## src/rtl/miter_cmp_monitor.sv

```systemverilog
// miter_cmp_monitor: masked gold-vs-gate comparator with run FSM, saturating counters and first-failure capture.
// Define MITER_CAPTURE_EN to add cap_gold/cap_gate, which latch the first mismatching sample.
module miter_cmp_monitor #(
  parameter int CHANNELS     = 4,
  parameter int WIDTH        = 8,
  parameter int CNT_W        = 16,
  parameter int STOP_ON_FAIL = 1,
  localparam int CH_W        = (CHANNELS > 1) ? $clog2(CHANNELS) : 1,
  localparam int DW          = CHANNELS * WIDTH
) (
  input  logic             clk,
  input  logic             rst,
  input  logic             arm,
  input  logic             stop,
  input  logic             valid,
  input  logic [DW-1:0]    in_gold,
  input  logic [DW-1:0]    in_gate,
  input  logic [DW-1:0]    care,
  output logic [1:0]       state,
  output logic             mismatch,
  output logic             pass,
  output logic [CH_W-1:0]  first_ch,
  output logic [CNT_W-1:0] first_idx,
  output logic [CNT_W-1:0] sample_count,
  output logic [CNT_W-1:0] err_count
`ifdef MITER_CAPTURE_EN
  ,
  output logic [DW-1:0]    cap_gold,
  output logic [DW-1:0]    cap_gate
`endif
);
  typedef enum logic [1:0] {IDLE = 2'b00, ARMED = 2'b01, S_FAIL = 2'b10, DONE = 2'b11} state_t;
  state_t state_q, state_d;
  logic [CHANNELS-1:0] ch_mis;
  logic [CH_W-1:0] fch_c, fch_q, fch_d;
  logic [CNT_W-1:0] fidx_q, fidx_d, sc_q, sc_d, ec_q, ec_d;
  logic mm_q, mm_d, cmp, bad, capture;
  for (genvar c = 0; c < CHANNELS; c++) begin : g_ch
    assign ch_mis[c] = |((in_gold[c*WIDTH +: WIDTH] ^ in_gate[c*WIDTH +: WIDTH]) & care[c*WIDTH +: WIDTH]);
  end
  always_comb begin
    fch_c = '0;
    for (int c = CHANNELS - 1; c >= 0; c--)
      if (ch_mis[c]) fch_c = CH_W'(c);
  end
  // arm restarts the run, so a sample arriving with it is never compared
  assign cmp = valid && !arm && (state_q == ARMED || (state_q == S_FAIL && STOP_ON_FAIL == 0));
  assign bad = cmp && |ch_mis;
  assign capture = bad && !mm_q;
  always_comb begin
    state_d = state_q;
    sc_d    = sc_q;
    ec_d    = ec_q;
    mm_d    = mm_q;
    fch_d   = fch_q;
    fidx_d  = fidx_q;
    if (arm) begin
      state_d = ARMED;
      sc_d    = '0;
      ec_d    = '0;
      mm_d    = 1'b0;
      fch_d   = '0;
      fidx_d  = '0;
    end else begin
      sc_d   = cmp ? ((&sc_q) ? sc_q : sc_q + CNT_W'(1)) : sc_q;
      ec_d   = bad ? ((&ec_q) ? ec_q : ec_q + CNT_W'(1)) : ec_q;
      mm_d   = mm_q | bad;
      fch_d  = capture ? fch_c : fch_q;
      fidx_d = capture ? sc_q : fidx_q;
      state_d = bad ? S_FAIL : state_q;
      if (stop && (state_q == ARMED || state_q == S_FAIL)) state_d = DONE;
    end
  end
  always_ff @(posedge clk) begin
    if (!rst) begin
      state_q <= IDLE;
      sc_q    <= '0;
      ec_q    <= '0;
      mm_q    <= 1'b0;
      fch_q   <= '0;
      fidx_q  <= '0;
    end else begin
      state_q <= state_d;
      sc_q    <= sc_d;
      ec_q    <= ec_d;
      mm_q    <= mm_d;
      fch_q   <= fch_d;
      fidx_q  <= fidx_d;
    end
  end
`ifdef MITER_CAPTURE_EN
  logic [DW-1:0] cg_q, ct_q;
  always_ff @(posedge clk) begin
    if (!rst || arm) begin
      cg_q <= '0;
      ct_q <= '0;
    end else if (capture) begin
      cg_q <= in_gold;
      ct_q <= in_gate;
    end
  end
  assign cap_gold = cg_q;
  assign cap_gate = ct_q;
`endif
  assign state        = state_q;
  assign mismatch     = mm_q;
  assign pass         = (state_q == DONE) && (ec_q == '0);
  assign first_ch     = fch_q;
  assign first_idx    = fidx_q;
  assign sample_count = sc_q;
  assign err_count    = ec_q;
endmodule

```

## config.mk

```make
export PLATFORM = sky130hd
export DESIGN_NAME = miter_cmp_monitor
export DESIGN_NICKNAME = d
export VERILOG_FILES = /design/src/rtl/miter_cmp_monitor.sv
export SDC_FILE = /design/constraint.sdc
export NUM_CORES = 1
export LEC_CHECK = 0
export ABC_AREA = 1
export CAP_MARGIN = 5
export CORE_MARGIN = 2
export CORE_UTILIZATION = 55
export DETAILED_ROUTE_END_ITERATION = 6
export DONT_BUFFER_PORTS = 1
export GPL_TIMING_DRIVEN = 0
export HOLD_SLACK_MARGIN = 0.06
export PLACE_DENSITY = 0.81
export SKIP_CTS_REPAIR_TIMING = 1
export SYNTH_ARGS = -nofsm -noshare
export SYNTH_HDL_FRONTEND = slang
export SYNTH_SLANG_ARGS = --single-unit
```

## constraint.sdc

```tcl
create_clock -name clk -period 3.76 [get_ports clk]
set_input_delay 0.752 -clock clk [delete_from_list [all_inputs] [get_ports clk]]
set_output_delay 0.752 -clock clk [all_outputs]
set_load 0.01 [all_outputs]
```

==> results.cfg <==
[outcome]
status = finished, final reports clean

[layout]
instances_no_fill = 698
fin_util = 0.5922
syn2layout_area_growth_pct = 5.206
layout-drive-gt1-share = 0.04348
nets = 726
n_fill_cell = 637
insertedDiodeCount = 0

[setup_path]
regToRegEndpoint = sample_count[15]
path_class = reg2out
critical_path_arrival_ns = 1.69
timing.rr.start = state[0]
r2r_setup_slack_ns = 1.69
worstPathMaxFanout = 4
cp-end-kind = output port
startpoint_type = flip-flop
crit_required_ns = 3.01
rr_worst_depth = 8

[drt]
routed_wl_mm = 9.314
firstDrtPassIters = 4
via_per_inst = 5.213
drc_errors = 0
dr.first_iter.drc_count = 207
wl_per_cell_um = 13.34
drtAntennaViolNets = 0
detailroute.via_count = 3639

[sta]
finalHoldViolCount = 0
tightest_slew_ns = 0.6816
fmax_ghz = 0.4089
finalSetupTns_ns = 0
setup_ws_ns = 1.314
final.min_clock_period_ns = 2.446
setup_viol = 0
hold-worst-slack_ns = 0.5604
period_share = 0.6504
slew_viol_final = 0
fin_worst_skew_ns = 0.01049
timing.slew.headroom = 0.5414
rsz0062_at_grt = no

[grt]
grt_max_degree = 17
grtUsageMet2 = 0.4805
gr-usage-met1 = 0.3031
grt.busiest_layer = met2
grt_util_all_layers = 0.2619
grt_pass1_vias = 3576
grt_pass1_wl_mm = 15.43
overflow = 0
met3_usage = 0.05506
antenna_found_initial = 0

[yosys]
ys_types = 29
synth-compound-area-share = 0.04710
synthSimpleGateAreaFrac = 0.4497
yosys.area.top_type = dfxtp_1
synth.top_cell.area_share = 0.3003
synth_warnings = 0
synthTopCellsByCount = nand2_1, inv_1, nor2_1
synthFlopType = dfxtp_1
avgSynthCellArea_um2 = 5.764
synth-edff-count = 0
synth.most_common_cell = nand2_1
syn-instance-count = 613
synth_adder_area_share = 0.01771
synth_area_leaders = dfxtp_1, nand2_1, inv_1, nor2_1, nand3_1
synth_nets = 719
synthArstFlopShare = 0
ys_seq_area_frac = 0.3003
synth-xor-area-share = 0.02479
syn_area_um2 = 3533
synth_top_family_by_area = simple AND/OR/NAND/NOR gates
ys_seq_elements = 53
synth_mux_area_frac = 0

[pwr]
powerDensity_nw_per_um2 = 277.8
seq_power_share = 0.563
ir_worst_vdd_mv = 0.2272
p_comb_frac = 0.118
p_leak_uw = 0.001907
swShare = 0.2759
intPower_uw = 747.7
clkPwrFrac = 0.319
p_switching_uw = 284.9

[clock_tree]
htreeDepth = 2
clk_path_buf_depth = 2
cts_sinks = 53
cts_root_buf = clkbuf_8
cts_buffers = 5
clk_latency_ns = 0.31
clk_pin_slew_ns = 0.10
tritoncts = built

[place]
place_inst = 690
portBuffers = 0
place_congestion = 0.9078
detailedPlace.worstSlack_ns = 1.601
dp_hpwl_mm = 7.335

[die]
die_h_um = 84.15
core_area_um2 = 6277
dieArea_um2 = 7081
rows = 29
initial_utilization = 0.5629
ios = 155
die_w_um = 84.15

[min_path]
hold_end = first_ch[1]
min_path_cells = 2
min-delay-start = first_ch[1]
hp-class = reg2reg

[job]
cap_viol_max_count = 0
## cell type report
cell class	count	area, um^2	area share
multi-input combinational	419	1906	0.5126
clock inverter	2	15.01	0.004039
inverter	128	480.5	0.1292
sequential	53	1061	0.2854
buffer	13	86.33	0.02322
tap	77	96.34	0.02592
clock buffer	6	72.57	0.01952
## logic make-up after synthesis
kind of cell / Yosys count
buffers and inverters: 141
xor gates and xnor gates: 10
adders and majority gates: 5
AOI/OAI and AO/OA: 33
and+or+nand+nor: 371
DFF: 53
## critical path, stage by stage (launching register included)
cell     delay [ns]
dfxtp_1        0.45
ha_1           0.21
nand4_1        0.10
nor4_1         0.63
## cells in the final DEF (no fill, tap or decap), drive strengths merged
master    instances
a21oi            18
a31oi             1
and2              1
buf               9
clkbuf           10
clkinv            1
clkinvlp          2
dfxtp            53
ha                5
inv             127
nand2           182
nand3            56
nand3b            1
nand4            18
nor2             99
nor3              8
nor4              2
o21ai            14
or2               4
xnor2             3
xor2              7
## power groups by stage
stage | registers, uW | logic, uW | clock network [uW]
floorplan | 592 | 99.5 | 0
global placement | 594 | 117 | 0
detailed placement | 594 | 122 | 0
CTS | 581 | 123 | 327
global route | 583 | 145 | 348
finish | 581 | 122 | 329
## registers in the layout, summed over array words and instances, names as in the netlist
register      count
first_idx        16
state             2
err_count        16
mismatch          1
first_ch          2
sample_count     16
## metal layers
metal  vias to the layer above  share of wire
met5                         -              0
met4                         0          0.018
met3                        16          0.074
met2                       135           0.50
met1                      1622           0.40
li1                       1866              -
## worst max-delay path by stage
stage,from,end,slack (ns),cells after the start
after floorplan,in_gate[12],err_count[10],1.82,13
after global placement,valid,sample_count[9],1.63,7
after detailed placement,in_gate[12],first_idx[3],1.60,12
after CTS,err_count[0],pass,1.31,4
after global routing,err_count[0],pass,1.22,4
final,state[0],pass,1.31,3
## through the flow
stage               area (um^2)  power, uW
floorplan                  3533      691.2
global placement           3630      711.2
detailed placement         3630      716.8
CTS                        3717       1031
global route               3717       1075
finish                     3717       1033
Power figures use the tool's default switching activity.
